<file path="src/rtl/ber_lane_counter.sv">
// Multi-lane bit-error accumulator: compares LANES-wide words against a reference,
// sums mismatches into a saturating error counter and counts compared bits.
module ber_lane_counter #(
  parameter int LANES = 8,
  parameter int CNT_W = 16,
  parameter int BIT_W = 32,
  parameter int WIN_W = 16
) (
  input  logic             clock,
  input  logic             reset,
  input  logic             start,
  input  logic             stop,
  input  logic [WIN_W-1:0] window_len,
  input  logic [CNT_W-1:0] threshold,
  input  logic             valid,
  input  logic [LANES-1:0] data_rx,
  input  logic [LANES-1:0] data_ref,
  output logic [CNT_W-1:0] error_count,
  output logic [BIT_W-1:0] bit_count,
  output logic             error_flag,
  output logic             threshold_flag,
  output logic             busy,
  output logic             done
);

  localparam int MIS_W  = $clog2(LANES + 1);
  localparam int ESUM_W = ((CNT_W > MIS_W) ? CNT_W : MIS_W) + 1;
  localparam int BSUM_W = ((BIT_W > MIS_W) ? BIT_W : MIS_W) + 1;
  localparam logic [ESUM_W-1:0] ERR_MAX = {{(ESUM_W - CNT_W){1'b0}}, {CNT_W{1'b1}}};
  localparam logic [BSUM_W-1:0] BIT_MAX = {{(BSUM_W - BIT_W){1'b0}}, {BIT_W{1'b1}}};

  typedef enum logic [1:0] {S_IDLE, S_RUN, S_DRAIN, S_DONE} state_t;

  state_t             state;
  logic [WIN_W-1:0]   win_len_q;
  logic [WIN_W-1:0]   sample_cnt;
  logic [WIN_W-1:0]   sample_inc;
  logic               window_hit;
  logic               s1_valid;
  logic [MIS_W-1:0]   s1_mis;
  logic [MIS_W-1:0]   mismatches;
  logic [ESUM_W-1:0]  err_sum;
  logic [BSUM_W-1:0]  bit_sum;
  logic [CNT_W-1:0]   err_next;
  logic [BIT_W-1:0]   bit_next;

  always_comb begin
    mismatches = '0;
    for (int i = 0; i < LANES; i++) begin
      mismatches = mismatches + MIS_W'(data_rx[i] ^ data_ref[i]);
    end
  end

  // Sums are one bit wider than the counters so overflow is visible before clamping.
  assign err_sum = ESUM_W'(error_count) + ESUM_W'(s1_mis);
  assign bit_sum = BSUM_W'(bit_count) + BSUM_W'(LANES);

  always_comb begin
    err_next = err_sum[CNT_W-1:0];
    bit_next = bit_sum[BIT_W-1:0];
    if (err_sum > ERR_MAX) err_next = '1;
    if (bit_sum > BIT_MAX) bit_next = '1;
  end

  // Sample counter saturates so a very long continuous run only ends on stop.
  assign sample_inc = (sample_cnt == '1) ? sample_cnt : sample_cnt + WIN_W'(1);
  assign window_hit = (win_len_q != '0) && (sample_inc == win_len_q);

  always_ff @(posedge clock or posedge reset) begin
    if (reset) begin
      state          <= S_IDLE;
      win_len_q      <= '0;
      sample_cnt     <= '0;
      s1_valid       <= 1'b0;
      s1_mis         <= '0;
      error_count    <= '0;
      bit_count      <= '0;
      error_flag     <= 1'b0;
      threshold_flag <= 1'b0;
      busy           <= 1'b0;
      done           <= 1'b0;
    end else begin
      if (s1_valid) begin
        error_count <= err_next;
        bit_count   <= bit_next;
        if (err_next == '1) error_flag <= 1'b1;
        if ((threshold != '0) && (err_next >= threshold)) threshold_flag <= 1'b1;
      end
      s1_valid <= 1'b0;

      case (state)
        S_IDLE, S_DONE: begin
          if (start) begin
            state          <= S_RUN;
            win_len_q      <= window_len;
            sample_cnt     <= '0;
            error_count    <= '0;
            bit_count      <= '0;
            error_flag     <= 1'b0;
            threshold_flag <= 1'b0;
            busy           <= 1'b1;
            done           <= 1'b0;
          end
        end
        S_RUN: begin
          if (valid) begin
            s1_valid   <= 1'b1;
            s1_mis     <= mismatches;
            sample_cnt <= sample_inc;
          end
          if (stop || (valid && window_hit)) state <= S_DRAIN;
        end
        S_DRAIN: begin
          state <= S_DONE;
          busy  <= 1'b0;
          done  <= 1'b1;
        end
        default: state <= S_IDLE;
      endcase
    end
  end

endmodule

</file>
<file path="config.mk">
export PLATFORM = sky130hd
export DESIGN_NAME = ber_lane_counter
export DESIGN_NICKNAME = d
export VERILOG_FILES = /design/src/rtl/ber_lane_counter.sv
export SDC_FILE = /design/constraint.sdc
export NUM_CORES = 1
export LEC_CHECK = 0
export CAP_MARGIN = 25
export CORE_ASPECT_RATIO = 1.75
export CORE_MARGIN = 1.5
export CORE_UTILIZATION = 45
export DETAILED_ROUTE_END_ITERATION = 6
export PLACE_DENSITY = 0.69
export SLEW_MARGIN = 20
export SYNTH_ARGS = -nofsm -noshare
export SYNTH_HDL_FRONTEND = slang
export SYNTH_SLANG_ARGS = --single-unit
</file>
<file path="constraint.sdc">
create_clock -name clock -period 5.4 [get_ports clock]
set_clock_uncertainty 0.15 [all_clocks]
set_input_delay 0.81 -clock clock [delete_from_list [all_inputs] [get_ports clock]]
set_output_delay 0.81 -clock clock [all_outputs]
set_load 0.05 [all_outputs]
</file>
==> impl_metrics.json, run 1 <==
{
  "outcome": "completed",
  "antennaDiodeCount": 0,
  "p_int_uw": 1690,
  "post_layout_nonfiller_instances": 1081,
  "grt_pass1_wl_um": 32700,
  "fin_nets": 980,
  "die_area_mm2": 0.0157,
  "synth_cells": 817,
  "drive_gt1_share_pct": 5.23,
  "final-hold-violation-count": 0,
  "cts_made_buffers": 9,
  "worst-slew-pin-transition_ns": 0.834,
  "routed_wirelength_um": 20300,
  "p_switching_uw": 1370,
  "vias": 6622,
  "finalCritPeriodShare_pct": 82.3,
  "hold_start": "error_flag$_DFF_PP0_",
  "fp-row-count": 59,
  "clock_latency_ns": 0.35,
  "clock-sinks": 91,
  "syn_area_mm2": 0.00673,
  "first_iter_violations": 343,
  "finalSetupViolations": 0,
  "min_to": "error_flag$_DFF_PP0_",
  "syn_area_per_cell_um2": 8.23,
  "postRouteAntennaNets": 0,
  "drc": 0,
  "vdd_drop_max_mv": 0.215,
  "finish.instance_area_mm2": 0.00814,
  "layout_common_cells": "124 x nand2_1, 104 x clkdlybuf4s50_1, 90 x dfrtp_1",
  "finalPower_uw": 3060,
  "r2r-start": "error_count[0]$_DFF_PP0_",
  "clkTransAtPathRegs_ns": 0.07,
  "p_leak_uw": 0.00335,
  "hpwlAfterDp_um": 15200,
  "drv_cap": 0,
  "path_max_fanout": 14,
  "root_buffer": "clkbuf_16",
  "clockBufferDepth": 2,
  "cts_tree": "done",
  "initial_core_util_pct": 45.6,
  "fin_crit_ns": 4.44,
  "synthDistinctLibCells": 75,
  "syn_to_final_growth_pct": 21.0,
  "boundaryPins": 105,
  "r2r-end": "threshold_flag$_DFF_PP0_",
  "post_cts_buffers": 0,
  "reg2reg_slack_ns": 0.96,
  "numPlacedInstances": 1065,
  "cts_hold_buf": 0,
  "worstPathArrival_ns": 4.49,
  "dpl_cell_area_mm2": 0.00786,
  "htree_levels": 3,
  "yosys_register_bits": 91,
  "cp_data_required_time_ns": 5.44,
  "p_sw_share_pct": 44.8,
  "final_common_cell": "nand2_1",
  "grt_pass1_vias": 6546,
  "reg2reg_depth": 17,
  "max_freq_ghz": 0.225,
  "grt.overflow.total": 0,
  "powerDensity_mw_per_mm2": 376,
  "async_reset_ff_share_pct": 100,
  "syn_nets": 904,
  "antenna_found_initial": 0,
  "post_cts_resized": 0,
  "slew_headroom_pct": 44.4,
  "startpoint": "error_count[0]$_DFF_PP0_",
  "cp-end-kind": "flip-flop",
  "crit_type": "reg2reg",
  "min_path_type": "reg2reg",
  "gp_congestion": 0.972,
  "rsz0062_at_grt": "false",
  "viasPerCell": 6.13,
  "core_area_mm2": 0.0148,
  "min_path_cells": 2,
  "crit_path_start_kind": "flip-flop",
  "grt_max_degree": 64,
  "numPortBuffers": 104,
  "slew_viol_final": 0,
  "p_seq_share_pct": 33.7,
  "pwr-share-comb_pct": 46.0,
  "die-height_um": 165,
  "tns_ns": 0,
  "yosysSeqAreaShare_pct": 33.8,
  "clockPowerShare_pct": 20.3,
  "synth_warnings": 0,
  "grt_usage_pct": 27.0,
  "chipWidth_um": 95.4,
  "firstDrtPassIters": 6,
  "wl_per_cell_um": 18.8,
  "synthFlopType": "dfrtp_1",
  "synth_edf_count": 0
}
==> worst max-delay path by stage <==
stage	slack [ns]	endpoint
floorplan	1.16	threshold_flag$_DFF_PP0_
global placement	1.14	threshold_flag$_DFF_PP0_
detailed placement	0.99	threshold_flag$_DFF_PP0_
CTS	0.97	threshold_flag$_DFF_PP0_
global route	0.65	threshold_flag$_DFF_PP0_
finish	0.96	threshold_flag$_DFF_PP0_
==> per-stage QoR <==
step                      utilization [%]  hold WS [ns]  worst slack (ns)
after floorplan                         -         0.304              1.16
after global placement               53.2         0.334              1.14
after detailed placement             53.2         0.326             0.991
after CTS                            55.1         0.346             0.972
after global routing                 55.1         0.398             0.652
final                                55.1         0.340             0.958
==> flip-flops by register name, indices dropped and copies added, names as in the netlist <==
register,count
bit_count,32
error_count,16
sample_cnt,16
win_len_q,16
s1_mis,4
state,2
busy,1
done,1
error_flag,1
s1_valid,1
threshold_flag,1
==> layout make-up <==
type                       count  area [µm²]
sequential                    91        2280
clock inverter                 7        58.8
inverter                      44         168
fill                        1394        6630
multi-input combinational    635        4080
timing repair buffer         112        1100
clock buffer                   9         225
tap                          183         229
==> power groups by stage <==
stage          sequential [µW]  combinational [µW]  clock (µW)
5_1_grt                   1050                1560         662
4_1_cts                   1030                1420         635
3_3_place_gp              1040                1390           0
6_report                  1030                1410         621
3_5_place_dp              1040                1410           0
2_1_floorplan             1110                 888           0
==> routing by layer <==
layer / vias to the layer above / GRT usage [%] / wire length (µm)
met1: 3144 / 27.6 / 7180
met2: 251 / 50.3 / 11000
met5: - / 0 / 0
met3: 95 / 3.73 / 918
li1: 3132 / - / -
met4: 0 / 16.2 / 1240
==> Yosys cell counts, types with 6 or more instances <==
cell,instances,area [µm²]
mux2i_1,11,110
a21oi_1,33,165
nor2_1,63,236
ha_1,29,363
and4_1,10,87.6
dfrtp_1,91,2280
clkbuf_1,28,105
a41oi_1,7,61.3
buf_2,12,60.1
xor2_1,21,184
a311oi_1,14,123
nand2_1,124,465
o31ai_1,9,67.6
a31oi_1,17,106
nor4_1,19,119
a21o_1,10,75.1
and3_1,20,125
inv_1,44,165
nor3_1,19,95.1
xnor2_1,23,201
nand4_1,25,156
nand3_1,29,145
nand2b_1,6,37.5
a211oi_1,8,60.1
o211ai_1,6,45.0
o21ai_0,47,235
==> kinds of logic after synthesis <==
logic type,after synthesis,share of synthesized area [%]
and+or+nand+nor,353,26.8
DFF,91,33.8
muxes,13,1.97
AOI/OAI and AO/OA,191,19.2
adders and majority gates,34,6.88
xor gates and xnor gates,44,5.73
buffers and inverters,91,5.54
==> worst max-delay path, stage by stage, from the launching register on <==
cell       delay (ns)
dfrtp_1          0.37
ha_1             0.19
inv_1            0.06
fa_1             0.40
nor2b_1          0.12
o21ai_0          0.11
a21oi_1          0.57
nand3_1          0.31
buf_4            0.28
nand2_1          0.08
ha_1             0.22
a21o_1           0.15
a21o_1           0.16
a21o_1           0.17
a21o_1           0.17
a2111oi_0        0.50
o41a_1           0.24
nor3_1           0.04
Power figures use the tool's default switching activity.
==> run 2: changes to the inputs <==
clock period = 4.3 ns   (was 5.4 ns; I/O delays follow)
==> run 2 against run 1 <==
Utilization grew 0.64 points. Non-clock buffer count grew 7. Combinational power grew 28%. Sequential cell count is the same. Fmax grew 11%. Register-to-register slack lost 0.65 ns. Cell count grew 0.65%. First-iteration DRC count grew 17%. Clock power grew 41%. Setup slack lost 0.65 ns.
==> impl_metrics.json, run 2 (same netlist as run 1, synthesis figures left out) <==
{
  "worst-slew-pin-transition_ns": 0.739,
  "firstDrtPassIters": 5,
  "cts_tree": "done",
  "post_cts_buffers": 0,
  "largest_reg_flops": 32,
  "final_common_cell": "nand2_1",
  "crit_chain": "ha_1 -> inv_1 -> fa_1 -> nor2b_1 -> o21ai_0 -> a21oi_1 -> and3_1 -> nor2_1 -> ha_1 -> nand2b_1 -> a21o_1 -> a21o_1 -> a21o_1 -> a21o_1 -> a2111oi_0 -> o41a_1 -> nor3_1",
  "vias": 6630,
  "layout_common_cells": "124 x nand2_1, 104 x clkdlybuf4s50_1, 90 x dfrtp_1",
  "powerDensity_mw_per_mm2": 481,
  "finalSetupViolations": 0,
  "clock-sinks": 91,
  "dpl_cell_area_mm2": 0.00791,
  "tns_ns": 0,
  "drive_gt1_share_pct": 5.86,
  "fin_crit_ns": 3.99,
  "max_stage_delay_ns": 0.45,
  "fp-row-count": 59,
  "die_area_mm2": 0.0157,
  "core_area_mm2": 0.0148,
  "pre_cts_ws_ns": 0.270,
  "crit_path_start_kind": "flip-flop",
  "finalCritPeriodShare_pct": 92.8,
  "hpwlAfterDp_um": 15600,
  "gp_congestion": 1.00,
  "finish.instance_area_mm2": 0.00823,
  "worstPathArrival_ns": 4.06,
  "rsz0062_at_grt": "false",
  "clockBufferDepth": 2,
  "drv_cap": 0,
  "slew_headroom_pct": 50.3,
  "cp-end-kind": "flip-flop",
  "slew_viol_final": 0,
  "clock_latency_ns": 0.35,
  "cpMostUsedCell": "a21o_1",
  "whs_ns": 0.366,
  "p_leak_uw": 0.00340,
  "viasPerCell": 6.09,
  "grt_pass1_wl_um": 33300,
  "max_freq_ghz": 0.250,
  "drc": 0,
  "syn_to_final_growth_pct": 22.4,
  "final-hold-violation-count": 0,
  "antennaDiodeCount": 0,
  "crit_family": "compound AO/OA/AOI/OAI gates",
  "root_buffer": "clkbuf_16",
  "outcome": "completed",
  "die-height_um": 165,
  "htree_levels": 3,
  "numPortBuffers": 104,
  "finalPower_uw": 3960,
  "first_iter_violations": 400,
  "grt_usage_pct": 27.5,
  "post_cts_resized": 0,
  "cts_hold_buf": 0,
  "vdd_drop_max_mv": 0.397,
  "routed_wirelength_um": 20700,
  "clkTransAtPathRegs_ns": 0.07,
  "grt.overflow.total": 0,
  "max_flop_register": "bit_count",
  "grt_max_degree": 46,
  "cts_made_buffers": 9,
  "grt_pass1_vias": 6580,
  "postRouteAntennaNets": 0,
  "min_path_type": "reg2reg",
  "chipWidth_um": 95.4,
  "setup_slack_ns": 0.308,
  "antenna_found_initial": 0,
  "cp.buffers_inverters": 1,
  "path_max_fanout": 3,
  "boundaryPins": 105,
  "crit_type": "reg2reg",
  "initial_core_util_pct": 45.6,
  "wl_per_cell_um": 19.0,
  "cp_data_required_time_ns": 4.37,
  "crit_slowest_cell": "a2111oi_0",
  "fin_nets": 987
}
==> run 2: cell types whose count changed in the layout (fill, tap and decap cells not counted), sizes merged <==
cell,before,now
bufinv,0,2
buf,8,15
clkinvlp,1,2
inv,48,44
clkbuf,9,12
clkinv,2,0
==> run 2: final timing paths <==
| path | start | endpoint | slack (ns) | cells past startpoint |
|---|---|---|---|---|
| max | error_count[0]$_DFF_PP0_ | threshold_flag$_DFF_PP0_ | 0.31 | 17 |
| min | s1_mis[3]$_DFFE_PP0P_ | s1_mis[3]$_DFFE_PP0P_ | 0.37 | 2 |
| max reg2reg | error_count[0]$_DFF_PP0_ | threshold_flag$_DFF_PP0_ | 0.31 | 17 |
| min reg2reg | s1_mis[3]$_DFFE_PP0P_ | s1_mis[3]$_DFFE_PP0P_ | 0.37 | 2 |
| max in group asynchronous | reset | bit_count[7]$_DFF_PP0_ | 2.68 | 3 |
| min in group asynchronous | reset | done$_DFFE_PP0P_ | 0.57 | 2 |
==> run 2: metal layers <==
metal	share of wire (%)	vias up	GRT usage, %
met5	0	-	0
met4	4.8	0	14.2
met3	4.0	68	4.79
met2	55	218	50.4
met1	36	3209	29.2
li1	-	3135	-
==> run 2: through the flow <==
step / utilization, % / instances
floorplan: - / 817
finish: 55.8 / 1088
global route: 55.8 / 1088
CTS: 55.7 / 1088
global placement: 53.6 / 1072
detailed placement: 53.6 / 1072
==> run 2: tightest hold or removal path, cell delays in order (launching register included) <==
cell	delay (ns)
dfrtp_1	0.36
nand2_1	0.05
o21ai_0	0.07
==> run 2: area by class of cell <==
| type | count | area [µm²] |
|---|---|---|
| clock buffers | 12 | 246 |
| clock inverters | 4 | 75.1 |
| fillers | 1429 | 6530 |
| inverters | 44 | 168 |
| multi-input cells | 635 | 4080 |
| flip-flops and latches | 91 | 2280 |
| well taps | 183 | 229 |
| repair buffers | 119 | 1150 |
==> run 2: power breakdown <==
part           switching, µW  internal (µW)  leakage, µW
Clock                    349            526     0.000149
Sequential               240           1030      0.00121
Combinational           1110            704      0.00204
Total                   1700           2260      0.00340
==> run 3: changes to the inputs <==
CTS_BUF_LIST = sky130_fd_sc_hd__clkbuf_16   (was not set)
==> run 3 against run 2 <==
Via count up 0.51%. Hold slack is essentially flat. Critical path type unchanged. Global-route usage unchanged. Clock power down 2.5%. Cell area shrank 0.12%. Routed wire length is essentially flat.
==> impl_metrics.json, run 3 (same netlist as run 1, synthesis figures left out) <==
{
  "max_flop_register": "bit_count",
  "htree_levels": 3,
  "cp.buffers_inverters": 1,
  "worstPathArrival_ns": 4.06,
  "routed_wirelength_um": 20700,
  "cts_hold_buf": 0,
  "post_layout_nonfiller_instances": 1088,
  "min_path_cells": 2,
  "slew_headroom_pct": 49.5,
  "die_area_mm2": 0.0157,
  "fin_nets": 987,
  "path_max_fanout": 3,
  "vias": 6664,
  "finalCritPeriodShare_pct": 92.9,
  "r2r-end": "threshold_flag$_DFF_PP0_",
  "grt_pass1_vias": 6581,
  "die-height_um": 165,
  "r2r-start": "error_count[0]$_DFF_PP0_",
  "first_iter_violations": 429,
  "antenna_found_initial": 0,
  "cts_tree": "done",
  "crit_family": "compound AO/OA/AOI/OAI gates",
  "outcome": "completed",
  "min_to": "s1_mis[3]$_DFFE_PP0P_",
  "final_common_cell": "nand2_1",
  "chipWidth_um": 95.4,
  "hpwlAfterDp_um": 15600,
  "tns_ns": 0,
  "clockBufferDepth": 2,
  "grt.overflow.total": 0,
  "cpMostUsedCell": "a21o_1",
  "drive_gt1_share_pct": 5.75,
  "p_leak_uw": 0.00340,
  "postRouteAntennaNets": 0,
  "grt_max_degree": 46,
  "reg2reg_slack_ns": 0.31,
  "cp_data_required_time_ns": 4.37,
  "worst-slew-pin-transition_ns": 0.752,
  "fin_crit_ns": 3.99,
  "grt_pass1_wl_um": 33300,
  "grt_usage_pct": 27.5,
  "hold_start": "s1_mis[3]$_DFFE_PP0P_",
  "numPortBuffers": 104,
  "crit_type": "reg2reg",
  "max_stage_delay_ns": 0.45,
  "antennaDiodeCount": 0,
  "finalSetupViolations": 0,
  "cp-end-kind": "flip-flop",
  "wl_per_cell_um": 19.0,
  "initial_core_util_pct": 45.6,
  "clkTransAtPathRegs_ns": 0.07,
  "final-hold-violation-count": 0,
  "syn_to_final_growth_pct": 22.2,
  "clock-sinks": 91,
  "crit_chain": "ha_1 -> inv_1 -> fa_1 -> nor2b_1 -> o21ai_0 -> a21oi_1 -> and3_1 -> nor2_1 -> ha_1 -> nand2b_1 -> a21o_1 -> a21o_1 -> a21o_1 -> a21o_1 -> a2111oi_0 -> o41a_1 -> nor3_1",
  "boundaryPins": 105,
  "numPlacedInstances": 1072,
  "powerDensity_mw_per_mm2": 478,
  "cts_made_buffers": 9,
  "largest_reg_flops": 32,
  "post_cts_resized": 0,
  "fp-row-count": 59,
  "vdd_drop_max_mv": 0.397,
  "finalPower_uw": 3930,
  "core_area_mm2": 0.0148,
  "max_freq_ghz": 0.250,
  "clock_latency_ns": 0.35,
  "root_buffer": "clkbuf_16",
  "fin_util_pct": 55.7,
  "drv_cap": 0,
  "crit_slowest_cell": "a2111oi_0",
  "pre_cts_ws_ns": 0.270,
  "drc": 0,
  "reg2reg_depth": 17,
  "slew_viol_final": 0,
  "layout_common_cells": "124 x nand2_1, 104 x clkdlybuf4s50_1, 90 x dfrtp_1",
  "rsz0062_at_grt": "false",
  "min_path_type": "reg2reg",
  "setup_slack_ns": 0.306,
  "crit_path_start_kind": "flip-flop",
  "viasPerCell": 6.13,
  "gp_congestion": 1.00,
  "firstDrtPassIters": 5,
  "post_cts_buffers": 0
}
## run 3: changes by cell type in the layout (fill, tap and decap cells not counted), sizes merged
cell,change
clkinv,+1
inv,+2
clkbuf,-3
## run 3: stage by stage
step           cell area, µm²  hold slack [ns]
6_report                 8220            0.366
5_1_grt                  8220            0.406
4_1_cts                  8220            0.369
3_5_place_dp             7910            0.339
3_3_place_gp             7910            0.341
2_1_floorplan            6730            0.304
## run 3: worst reg2reg max path: stages, from the launching register on
cell and delay [ns]:
dfrtp_1 0.38, ha_1 0.18, inv_1 0.05, fa_1 0.40, nor2b_1 0.12, o21ai_0 0.11
a21oi_1 0.26, and3_1 0.31, nor2_1 0.10, ha_1 0.27, nand2b_1 0.14, a21o_1 0.18
a21o_1 0.17, a21o_1 0.17, a21o_1 0.18, a2111oi_0 0.45, o41a_1 0.22, nor3_1 0.04
## run 3: layout make-up
| class | instances | area, µm² |
|---|---|---|
| Clock buffer | 9 | 225 |
| Clock inverter | 7 | 86.3 |
| Fill cell | 1433 | 6540 |
| Inverter | 44 | 168 |
| Multi-Input combinational cell | 635 | 4080 |
| Sequential cell | 91 | 2280 |
| Tap cell | 183 | 229 |
| Timing Repair Buffer | 119 | 1150 |
## run 3: worst max path at each step
stage,startpoint,end,cells past startpoint
2_1_floorplan,error_count[0]$_DFF_PP0_,threshold_flag$_DFF_PP0_,17
3_5_place_dp,data_rx[1],s1_mis[2]$_DFFE_PP0P_,10
4_1_cts,error_count[0]$_DFF_PP0_,threshold_flag$_DFF_PP0_,16
3_3_place_gp,data_rx[1],s1_mis[2]$_DFFE_PP0P_,10
6_report,error_count[0]$_DFF_PP0_,threshold_flag$_DFF_PP0_,17
5_1_grt,error_count[0]$_DFF_PP0_,threshold_flag$_DFF_PP0_,17
## run 3: metal layers
metal / GRT usage [%] / vias up / share of wire [%]
li1: - / 3138 / -
met5: 0 / - / 0
met4: 14.2 / 0 / 4.9
met1: 29.3 / 3224 / 36
met2: 50.4 / 230 / 55
met3: 4.79 / 72 / 4.2
## run 3: report_power, final
group	switching (µW)	internal, µW
Sequential	238	1030
Combinational	1110	704
Clock	350	504
Total	1700	2240
